`src/rtl/adf4360_seq_if.sv`:
```
// Command bus between the power-up sequencer and the single-word ADF4360
// SPI/CE controller: 24-bit command word, trigger strobe and idle flag.
interface adf4360_seq_if;
   logic [23:0] cmd;    // [23:22] latch address, [21:0] payload
   logic        trig;   // command strobe towards the controller
   logic        ready;  // controller idle flag

   // Sequencer side
   modport master (output cmd, output trig, input ready);
   // Controller side
   modport slave  (input cmd, input trig, output ready);
endinterface

```
`src/rtl/adf4360_seq.sv`:
```
// ADF4360 power-up and programming sequencer.
// On a start request it turns CE on, waits CE_SETTLE cycles, writes the R,
// Control and N latches (with CN_DELAY cycles between C and N), then reports
// completion. A power-down request issues a single CE-off command instead.
// Optional lock check after the N write: define ADF4360_LOCK_CHECK_EN.
module adf4360_seq #(
   parameter logic [23:0] CE_SETTLE    = 24'd1000,
   parameter logic [23:0] CN_DELAY     = 24'd5000,
   parameter logic [23:0] LOCK_TIMEOUT = 24'd1000000,
   parameter logic [23:0] LOCK_HOLD    = 24'd64
) (
   input  logic                 clk_i,
   input  logic                 reset_n_i,
   input  logic                 start_i,
   input  logic                 pd_i,
   input  logic [21:0]          r_data_i,
   input  logic [21:0]          c_data_i,
   input  logic [21:0]          n_data_i,
   input  logic                 lock_i,
   adf4360_seq_if.master        bus,
   output logic                 busy_o,
   output logic                 done_o,
   output logic                 locked_o,
   output logic                 error_o
);

   localparam logic [2:0] STATE_IDLE    = 3'd0;
   localparam logic [2:0] STATE_ISSUE   = 3'd1;
   localparam logic [2:0] STATE_GUARD   = 3'd2;
   localparam logic [2:0] STATE_WAITRDY = 3'd3;
   localparam logic [2:0] STATE_SETTLE  = 3'd4;
`ifdef ADF4360_LOCK_CHECK_EN
   localparam logic [2:0] STATE_LOCK    = 3'd5;
`endif

   localparam logic [2:0] STEP_CE1 = 3'd0;
   localparam logic [2:0] STEP_R   = 3'd1;
   localparam logic [2:0] STEP_C   = 3'd2;
   localparam logic [2:0] STEP_N   = 3'd3;
   localparam logic [2:0] STEP_CE0 = 3'd4;

   logic [2:0]  state_q, state_d;
   logic [2:0]  step_q, step_d;
   logic [1:0]  sub_q, sub_d;        // cycle counter inside ISSUE / GUARD
   logic [23:0] settle_q, settle_d;
   logic [21:0] r_q, r_d, c_q, c_d, n_q, n_d;
   logic [23:0] cmd_q, cmd_d;
   logic        trig_q, trig_d;
   logic        busy_q, busy_d;
   logic        done_q, done_d;
   logic        locked_q, locked_d;
   logic        error_q, error_d;
`ifdef ADF4360_LOCK_CHECK_EN
   logic [23:0] hold_q, hold_d;      // consecutive lock_i high cycles
   logic [23:0] tmo_q, tmo_d;        // cycles spent waiting for lock
`else
   logic        unused_lock;
   assign unused_lock = ^{lock_i, LOCK_HOLD, LOCK_TIMEOUT};
`endif

   logic        issue_en;
   logic [2:0]  issue_step;
   logic        finish_en;

   // Next-state logic: step sequencing, delays and command selection
   always_comb begin
      state_d    = state_q;
      step_d     = step_q;
      sub_d      = sub_q;
      settle_d   = settle_q;
      r_d        = r_q;
      c_d        = c_q;
      n_d        = n_q;
      cmd_d      = cmd_q;
      trig_d     = 1'b0;
      busy_d     = busy_q;
      done_d     = 1'b0;
      locked_d   = locked_q;
      error_d    = error_q;
`ifdef ADF4360_LOCK_CHECK_EN
      hold_d     = hold_q;
      tmo_d      = tmo_q;
`endif
      issue_en   = 1'b0;
      issue_step = STEP_CE1;
      finish_en  = 1'b0;

      case (state_q)
         STATE_IDLE: begin
            // Power-down takes priority over start when both are requested
            if (pd_i) begin
               busy_d     = 1'b1;
               locked_d   = 1'b0;
               issue_en   = 1'b1;
               issue_step = STEP_CE0;
            end else if (start_i) begin
               r_d        = r_data_i;
               c_d        = c_data_i;
               n_d        = n_data_i;
               error_d    = 1'b0;
               locked_d   = 1'b0;
               busy_d     = 1'b1;
               issue_en   = 1'b1;
               issue_step = STEP_CE1;
            end
         end
         STATE_ISSUE: begin
            // Trigger stays high for two cycles so the controller sees it
            if (sub_q == 2'd0) begin
               sub_d  = 2'd1;
               trig_d = 1'b1;
            end else begin
               sub_d   = 2'd0;
               state_d = STATE_GUARD;
            end
         end
         STATE_GUARD: begin
            // Ignore ready until the controller has registered the trigger
            // and dropped its idle flag
            if (sub_q == 2'd3) begin
               sub_d   = 2'd0;
               state_d = STATE_WAITRDY;
            end else begin
               sub_d = sub_q + 2'd1;
            end
         end
         STATE_WAITRDY: begin
            if (bus.ready) begin
               case (step_q)
                  STEP_CE1: begin
                     if (CE_SETTLE == 24'd0) begin
                        issue_en   = 1'b1;
                        issue_step = STEP_R;
                     end else begin
                        settle_d = CE_SETTLE;
                        state_d  = STATE_SETTLE;
                     end
                  end
                  STEP_R: begin
                     issue_en   = 1'b1;
                     issue_step = STEP_C;
                  end
                  STEP_C: begin
                     if (CN_DELAY == 24'd0) begin
                        issue_en   = 1'b1;
                        issue_step = STEP_N;
                     end else begin
                        settle_d = CN_DELAY;
                        state_d  = STATE_SETTLE;
                     end
                  end
                  STEP_N: begin
`ifdef ADF4360_LOCK_CHECK_EN
                     hold_d  = '0;
                     tmo_d   = '0;
                     state_d = STATE_LOCK;
`else
                     finish_en = 1'b1;
`endif
                  end
                  default: finish_en = 1'b1;
               endcase
            end
         end
         STATE_SETTLE: begin
            // Loaded with k at entry; the follow-on write issues k edges later
            if (settle_q <= 24'd1) begin
               settle_d   = '0;
               issue_en   = 1'b1;
               issue_step = (step_q == STEP_CE1) ? STEP_R : STEP_N;
            end else begin
               settle_d = settle_q - 24'd1;
            end
         end
`ifdef ADF4360_LOCK_CHECK_EN
         STATE_LOCK: begin
            tmo_d  = tmo_q + 24'd1;
            hold_d = lock_i ? hold_q + 24'd1 : 24'd0;
            if (lock_i && (hold_q + 24'd1 >= LOCK_HOLD)) begin
               locked_d  = 1'b1;
               hold_d    = '0;
               tmo_d     = '0;
               finish_en = 1'b1;
            end else if (tmo_q + 24'd1 >= LOCK_TIMEOUT) begin
               error_d   = 1'b1;
               locked_d  = 1'b0;
               hold_d    = '0;
               tmo_d     = '0;
               finish_en = 1'b1;
            end
         end
`endif
         default: state_d = STATE_IDLE;
      endcase

      if (issue_en) begin
         state_d = STATE_ISSUE;
         step_d  = issue_step;
         sub_d   = 2'd0;
         trig_d  = 1'b1;
         case (issue_step)
            STEP_CE1: cmd_d = {2'b11, 21'd0, 1'b1};
            STEP_R:   cmd_d = {2'b01, r_q};
            STEP_C:   cmd_d = {2'b00, c_q};
            STEP_N:   cmd_d = {2'b10, n_q};
            default:  cmd_d = {2'b11, 21'd0, 1'b0};
         endcase
      end

      if (finish_en) begin
         busy_d  = 1'b0;
         done_d  = 1'b1;
         state_d = STATE_IDLE;
      end
   end

   // State registers; reset forces every output low immediately
   always_ff @(posedge clk_i or negedge reset_n_i) begin
      if (!reset_n_i) begin
         state_q  <= STATE_IDLE;
         step_q   <= STEP_CE1;
         sub_q    <= '0;
         settle_q <= '0;
         r_q      <= '0;
         c_q      <= '0;
         n_q      <= '0;
         cmd_q    <= '0;
         trig_q   <= 1'b0;
         busy_q   <= 1'b0;
         done_q   <= 1'b0;
         locked_q <= 1'b0;
         error_q  <= 1'b0;
`ifdef ADF4360_LOCK_CHECK_EN
         hold_q   <= '0;
         tmo_q    <= '0;
`endif
      end else begin
         state_q  <= state_d;
         step_q   <= step_d;
         sub_q    <= sub_d;
         settle_q <= settle_d;
         r_q      <= r_d;
         c_q      <= c_d;
         n_q      <= n_d;
         cmd_q    <= cmd_d;
         trig_q   <= trig_d;
         busy_q   <= busy_d;
         done_q   <= done_d;
         locked_q <= locked_d;
         error_q  <= error_d;
`ifdef ADF4360_LOCK_CHECK_EN
         hold_q   <= hold_d;
         tmo_q    <= tmo_d;
`endif
      end
   end

   assign bus.cmd  = cmd_q;
   assign bus.trig = trig_q;
   assign busy_o   = busy_q;
   assign done_o   = done_q;
   assign locked_o = locked_q;
   assign error_o  = error_q;

endmodule

```
`src/flat_wrapper.sv`:
```
// flat-port wrapper written by rule: the top's interface ports become plain ports
module adf4360_seq_flat 
#(
   parameter logic [23:0] CE_SETTLE    = 24'd1000,
   parameter logic [23:0] CN_DELAY     = 24'd5000,
   parameter logic [23:0] LOCK_TIMEOUT = 24'd1000000,
   parameter logic [23:0] LOCK_HOLD    = 24'd64
)
  (clk_i, reset_n_i, start_i, pd_i, r_data_i, c_data_i, n_data_i, lock_i, busy_o, done_o, locked_o, error_o, bus_cmd, bus_trig, bus_ready);
  adf4360_seq_if bus_i ();
  input  logic clk_i;
  input  logic reset_n_i;
  input  logic start_i;
  input  logic pd_i;
  input  logic [21:0] r_data_i;
  input  logic [21:0] c_data_i;
  input  logic [21:0] n_data_i;
  input  logic lock_i;
  output logic busy_o;
  output logic done_o;
  output logic locked_o;
  output logic error_o;
  output wire logic [$bits(bus_i.cmd)-1:0] bus_cmd;
  output wire logic [$bits(bus_i.trig)-1:0] bus_trig;
  input wire logic [$bits(bus_i.ready)-1:0] bus_ready;
  assign bus_cmd = bus_i.cmd;
  assign bus_trig = bus_i.trig;
  assign bus_i.ready = bus_ready;
  adf4360_seq #(.CE_SETTLE(CE_SETTLE), .CN_DELAY(CN_DELAY), .LOCK_TIMEOUT(LOCK_TIMEOUT), .LOCK_HOLD(LOCK_HOLD)) u_core (.clk_i(clk_i), .reset_n_i(reset_n_i), .start_i(start_i), .pd_i(pd_i), .r_data_i(r_data_i), .c_data_i(c_data_i), .n_data_i(n_data_i), .lock_i(lock_i), .bus(bus_i), .busy_o(busy_o), .done_o(done_o), .locked_o(locked_o), .error_o(error_o));
endmodule
```
`config.mk`:
```
export PLATFORM = sky130hd
export DESIGN_NAME = adf4360_seq_flat
export DESIGN_NICKNAME = d
export VERILOG_FILES = /design/src/rtl/adf4360_seq_if.sv /design/src/rtl/adf4360_seq.sv /design/src/flat_wrapper.sv
export SDC_FILE = /design/constraint.sdc
export NUM_CORES = 1
export LEC_CHECK = 0
export CORE_ASPECT_RATIO = 0.75
export CORE_MARGIN = 3
export CORE_UTILIZATION = 25
export CTS_CLUSTER_DIAMETER = 120
export DETAILED_ROUTE_END_ITERATION = 8
export GPL_TIMING_DRIVEN = 0
export PLACE_DENSITY = 0.46
export REMOVE_ABC_BUFFERS = 1
export SYNTH_ARGS = -nofsm -noshare
export SYNTH_HDL_FRONTEND = slang
export SYNTH_SLANG_ARGS = --single-unit
export TNS_END_PERCENT = 50
```
`constraint.sdc`:
```
create_clock -name clk_i -period 3.84 [get_ports clk_i]
set_clock_uncertainty 0.05 [all_clocks]
set_input_delay 0.768 -clock clk_i [delete_from_list [all_inputs] [get_ports clk_i]]
set_output_delay 0.768 -clock clk_i [all_outputs]
set_load 0.01 [all_outputs]
```
==> impl_results.md, run 1 <==
* Slew Viols, Final at 0
* Main synth FF type: dfrtp_1
* Clk sink count at ~130
* PostCTS Resize Cnt at 0
* Crit path required time at around 4.1 ns
* Number of synthesized flops with an enable pin at 0
* Die Ht at 138 um
* Die width at 182 um
* Die area at approximately 25000 um^2
* Final nets at 672
* Port-buffer cells at 97
* Pin count of the biggest net entering global routing at just over 80
* Max clock buf depth at 2
* Fmax at 340 MHz
* Synthesis Warnings at 0
* Worst Path Arrival at 3.19 ns
* Clk Latency, worst-skew pair at 0.42 ns
* First-pass GRT wire length at 24.0 mm
* FF/Latch Area at 3130 um^2
* Number of global-route vias before repair at 4403
* Post-CTS Setup Bufs at 0
* Path depth of the worst reg2reg path at 6
* Root Buffer: clkbuf_16
* CTS HTree Levels at 4
* I/O pins at 101
* Fill cells at ~2200
* Multi-input gate area at 2490 um^2
* Floorplan row count at 47
* Std-Cell Core Area at about 22000 um^2
* Via Count at between 4000 and 5000
* CP startpoint kind: register
* # hold bufs at CTS at 0
* Grt total ovfl at 0
* Leakage Power at 0.00342 uW
* Post-layout util at 34.6%
* Final setup vio count at 0
* Ant. Diodes at 0
* Layout area overhead at 34.2%
* Post-DRT Antenna Nets at 0
* Final Hold Vio Count at 0
* Post-synth ARST share at 100%
* Overall Global Routing Usage at 12.3%
* Number of remaining DRC errors at 0
* Critical path capture point type: register
* Final period util at 76.5%
* Drt first pass iters at 5
* Wire length per cell at 16.5 um
* Post-Syn Area per Cell at 11.7 um^2
* Relative slew slack at 35.0%
* Mapped Cells at slightly below 500
* Crit path kind: register to register
* Max cap viols at 0
* CTS Buf Count at 17
* Leading cell type in the layout, fill and taps excluded: dfrtp_1
* Sequential-to-total area share from yosys stat at 54.1%
* Unrepaired setup endpoints after global routing: no
* Starting DRT DRC Count at about 280
* Initial Utilization at 25.8%
* Crit path time final at 2.94 ns
* Post-DP HPWL at 10.4 mm
* Hold Path Class: primary input to asynchronous set/reset pin
* Number of synthesized register bits at 125
* Clock transition at the registers of the reported paths at 0.06 ns
* Status: finished clean
* Crit-path max FO at 13
* Most frequent cells in the layout: dfrtp_1 (125), clkdlybuf4s50_1 (96), mux2_2 (65)
* PwrDens at between 600 and 700 nW/um^2
* Cell Area, Synth at 5780 um^2
* Synth unique cells at 52
* Worst-Margin Slew at roughly 0.97 ns
* Layout cells sized above 1 at 21.5%
* CTS tree: done
* Routed Wire Length at 14.9 mm
* Hold Worst Slack at 0.222 ns
* Initial antenna violation count at 0
* Via density at 4.75
* RePlAce Congestion at 0.735
* Max VDD drop at 0.230 mV
[critical path, cell delays in order (launching register included)]
cell,delay (ns)
dfrtp_1,0.47
nor4_2,0.60
nand3_1,0.26
nor4_4,0.76
nor3_4,0.25
buf_16,0.24
a21o_1,0.18
[layer usage]
| layer | part of all wire (%) | GRT usage [%] |
|---|---|---|
| met1 | 49 | 17.2 |
| met2 | 44 | 18.2 |
| met3 | 5.5 | 2.88 |
| met4 | 1.2 | 5.03 |
| met5 | 0 | 0 |
[cells in the mapped netlist (2+ instances only)]
master / number / area, um^2
nor4_2: 3 / 37.5
o21ai_0: 19 / 95.1
nand4_1: 2 / 12.5
or4_1: 8 / 60.1
nor2_1: 24 / 90.1
xnor2_1: 2 / 17.5
buf_2: 9 / 45.0
o22ai_1: 2 / 12.5
buf_6: 5 / 56.3
o21a_1: 3 / 22.5
nor4_1: 11 / 68.8
nor3b_1: 2 / 15.0
buf_1: 2 / 7.51
buf_4: 2 / 15.0
o21ai_1: 13 / 65.1
a211oi_1: 2 / 15.0
or3_1: 7 / 43.8
a21oi_1: 16 / 80.1
nand3_1: 11 / 55.1
nor3_1: 11 / 55.1
ha_1: 4 / 50.1
and3_1: 2 / 12.5
a221o_1: 2 / 20.0
a21o_1: 29 / 218
nand2_1: 38 / 143
a22o_1: 3 / 26.3
o31ai_1: 2 / 15.0
nor4b_1: 2 / 17.5
o21ai_2: 9 / 78.8
mux2i_1: 23 / 230
clkbuf_1: 10 / 37.5
dfrtp_1: 125 / 3130
inv_1: 8 / 30.0
mux2_2: 65 / 732
or4_4: 2 / 22.5
[report_power, final]
group	leakage, uW	internal [uW]	switching, uW
Clock	0.000279	994	623
Sequential	0.00155	1790	327
Combinational	0.00159	815	741
Total	0.00342	3600	1690
[cells by family after synthesis]
group / after synthesis / share of synthesized area [%]
compound gates: 109 / 12.5
buf+inv: 36 / 3.31
flops: 125 / 54.1
fa+ha+maj: 4 / 0.865
other cells: 1 / 0.0648
simple gates: 130 / 12.2
xor+xnor: 2 / 0.303
mux: 88 / 16.6
[sequential cells by signal, indices dropped and copies added, names as in the netlist, 2 cells and up]
name             cells
u_core.n_q          22
u_core.step_q        3
u_core.settle_q     24
u_core.bus.cmd      24
u_core.sub_q         2
u_core.c_q          22
u_core.r_q          22
u_core.state_q       3
[layout make-up]
| type | count | share of cell area, % |
|---|---|---|
| multi-input cells | 335 | 32.1 |
| well taps | 294 | 4.74 |
| clock inverters | 12 | 1.79 |
| flip-flops and latches | 125 | 40.3 |
| repair buffers | 109 | 14.8 |
| inverters | 8 | 0.387 |
| clock buffers | 20 | 5.88 |
[worst paths after layout]
path,startpoint,to,slack (ns)
max in group asynchronous,reset_n_i,u_core.n_q[21],2.76
min reg2reg,u_core.bus.cmd[15],u_core.bus.cmd[15],0.42
max reg2reg,u_core.settle_q[4],u_core.bus.cmd[17],0.90
min in group clk_i,u_core.bus.cmd[15],u_core.bus.cmd[15],0.42
max,u_core.settle_q[4],u_core.bus.cmd[17],0.90
min,reset_n_i,u_core.bus.cmd[16],0.22
[metrics by stage]
| stage | setup TNS [ns] | power [uW] | setup WS, ns | instances | instance area (um^2) |
|---|---|---|---|---|---|
| after floorplan | -44.03 | 3160 | -0.545 | 468 | 5630 |
| after global placement | -734.46 | 3610 | -6.09 | 859 | 6970 |
| after detailed placement | 0 | 3720 | 0.572 | 871 | 7170 |
| after CTS | 0 | 5370 | 0.853 | 903 | 7760 |
| after global routing | 0 | 5640 | 0.697 | 903 | 7760 |
| final | 0 | 5290 | 0.903 | 903 | 7760 |
No activity file was read; power rests on OpenSTA's default activity.
==> run 2: changes to the inputs <==
- clock period: 3.84 -> 3 ns (I/O delays scaled with it)
==> run 2 against run 1 <==
Combinational power rose by 28%. Sequential share of layout area is 0.16 points lower. Critical path depth is 4 higher. Highest routed layer unchanged. Final area increased by 0.39%.
==> impl_results.md, run 2 (synthesis results as in run 1) <==
* RePlAce Congestion at 0.735 (unchanged)
* Critical path capture point type: register
* Grt total ovfl at 0 (unchanged)
* Via density at 4.77 (+0.44%)
* CTS Buf Count at 17 (unchanged)
* Most frequent cells in the layout: dfrtp_1 (125), clkdlybuf4s50_1 (96), mux2_2 (65)
* Flop pwr share at 40.1% (about the same)
* Layout Cells excl Fill at 906 (+0.33%)
* First-pass GRT wire length at 24.0 mm (unchanged)
* Fmax at 374 MHz
* Port-buffer cells at 97 (unchanged)
* Root Buffer: clkbuf_16
* Post-DP HPWL at 10.4 mm (unchanged)
* Unrepaired setup endpoints after global routing: no
* PwrDens at 870 nW/um^2 (+28%)
* Die Ht at 138 um (unchanged)
* Layout cells sized above 1 at 22.2% (+0.71 points)
* Wire length per cell at 16.5 um (+0.16%)
* Crit path time final at 2.67 ns
* Max clock buf depth at 2 (unchanged)
* Status: finished clean
* Final Hold Vio Count at 0 (unchanged)
* CTS HTree Levels at 4 (unchanged)
* Starting DRT DRC Count at 301 (+6.7%)
* Max cap viols at 0 (unchanged)
* Hold Worst Slack at 0.0557 ns (-0.167 ns)
* Pin count of the biggest net entering global routing at 81 (unchanged)
* Floorplan row count at 47 (unchanged)
* Layout area overhead at 34.7%
* CP startpoint kind: primary input
* Routed Wire Length at 15.0 mm (+0.49%)
* Logic pwr share at 29.4% (about the same)
* Drt first pass iters at 5 (unchanged)
* Crit path kind: primary input to register
* Worst Path Arrival at 2.98 ns (-0.21 ns)
* Crit-path max FO at 6 (-7)
* Leading cell type in the layout, fill and taps excluded: dfrtp_1
* Clock share of power at 30.5% (about the same)
* Via Count at 4325 (+0.77%)
* Clk sink count at 125 (unchanged)
* Post-DRT Antenna Nets at 0 (unchanged)
* P_int at 4610 uW (+28%)
* Number of remaining DRC errors at 0 (unchanged)
* Clk Latency, worst-skew pair at 0.42 ns (about the same)
* Cells after DPL at 871 (unchanged)
* Relative slew slack at 36.2% (+1.2 points)
* I/O pins at 101 (unchanged)
* Sw Ratio at 32.0% (about the same)
* Ant. Diodes at 0 (unchanged)
* Overall Global Routing Usage at 12.3% (unchanged)
* Final period util at 89.0%
* Leakage Power at 0.00344 uW (+0.53%)
* Clock transition at the registers of the reported paths at 0.06 ns (about the same)
* Final setup vio count at 0 (unchanged)
* Worst-Margin Slew at 0.951 ns (-0.0182 ns)
* Number of global-route vias before repair at 4403 (unchanged)
* Initial antenna violation count at 0 (unchanged)
* Net switching power figure at 2170 uW (+28%)
* Max VDD drop at 0.295 mV (+28%)
* Initial Utilization at 25.8% (unchanged)
* CTS tree: done
* Die width at 182 um (unchanged)
* Die area at 25000 um^2 (unchanged)
* Post-layout util at 34.8% (+0.13 points)
* Final nets at 675 (+0.45%)
* Std-Cell Core Area at 22400 um^2 (unchanged)
* # hold bufs at CTS at 0 (unchanged)
* Hold Path Class: primary input to asynchronous set/reset pin
* Crit path required time at 3.31 ns (-0.78 ns)
* Slew Viols, Final at 0 (unchanged)
## run 2: power groups by stage
stage	clock network (uW)	logic, uW	registers (uW)
5_1_grt	2200	2210	2810
3_5_place_dp	0	2020	2750
6_report	2060	1990	2720
4_1_cts	2130	2030	2720
2_1_floorplan	0	1410	2640
3_3_place_gp	0	1910	2710
## run 2: critical path, cell delays in order
cell and delay [ns]:
clkdlybuf4s50_1 0.51, nand4b_1 0.20, nor4b_2 0.68, buf_4 0.26, buf_4 0.15, buf_4 0.16
buf_4 0.17, nand2_1 0.06, o21ai_1 0.08, a21o_1 0.11
## run 2: routing by layer
metal / GRT usage [%] / share of wire, %
met2: 18.2 / 44
met1: 17.2 / 49
met4: 5.03 / 1.2
met5: 0 / 0
met3: 2.88 / 5.8
## run 2: what timing repair did
| item | CTS | global route |
|---|---|---|
| endpoints found under the setup margin | 0 | 15 |
| hold endpoints to repair | 0 | 0 |
| resized for setup | 0 | 2 |
| setup buffers | 0 | 3 |
## run 2: area by class of cell
cell class | instances | area, um^2
Timing Repair Buffer | 112 | 1170
Tap cell | 294 | 368
Multi-Input combinational cell | 335 | 2500
Inverter | 8 | 30.0
Clock buffer | 20 | 457
Fill cell | 2190 | 14600
Clock inverter | 12 | 139
Sequential cell | 125 | 3130
## run 2: path summary, 6_finish.rpt
kind                                    start                 end  slack [ns]  depth (start not counted)
min                                 reset_n_i  u_core.bus.cmd[16]        0.06                          1
max reg2reg                 u_core.state_q[0]      u_core.r_q[17]        0.34                          6
min reg2reg                u_core.bus.cmd[15]  u_core.bus.cmd[15]        0.42                          1
max                                 bus_ready   u_core.bus.cmd[5]        0.33                         10
max in group asynchronous           reset_n_i      u_core.n_q[21]        2.09                          2
min in group clk_i         u_core.bus.cmd[15]  u_core.bus.cmd[15]        0.42                          1
## run 2: per-stage QoR
stage	total power, uW	area, um^2	setup slack (ns)	TNS, ns
global placement	4620	6970	-6.77	-883.64
detailed placement	4770	7170	-0.0998	-0.519
CTS	6870	7760	0.0129	0
floorplan	4050	5630	-1.32	-119.60
global route	7220	7790	0.137	0
finish	6780	7790	0.329	0
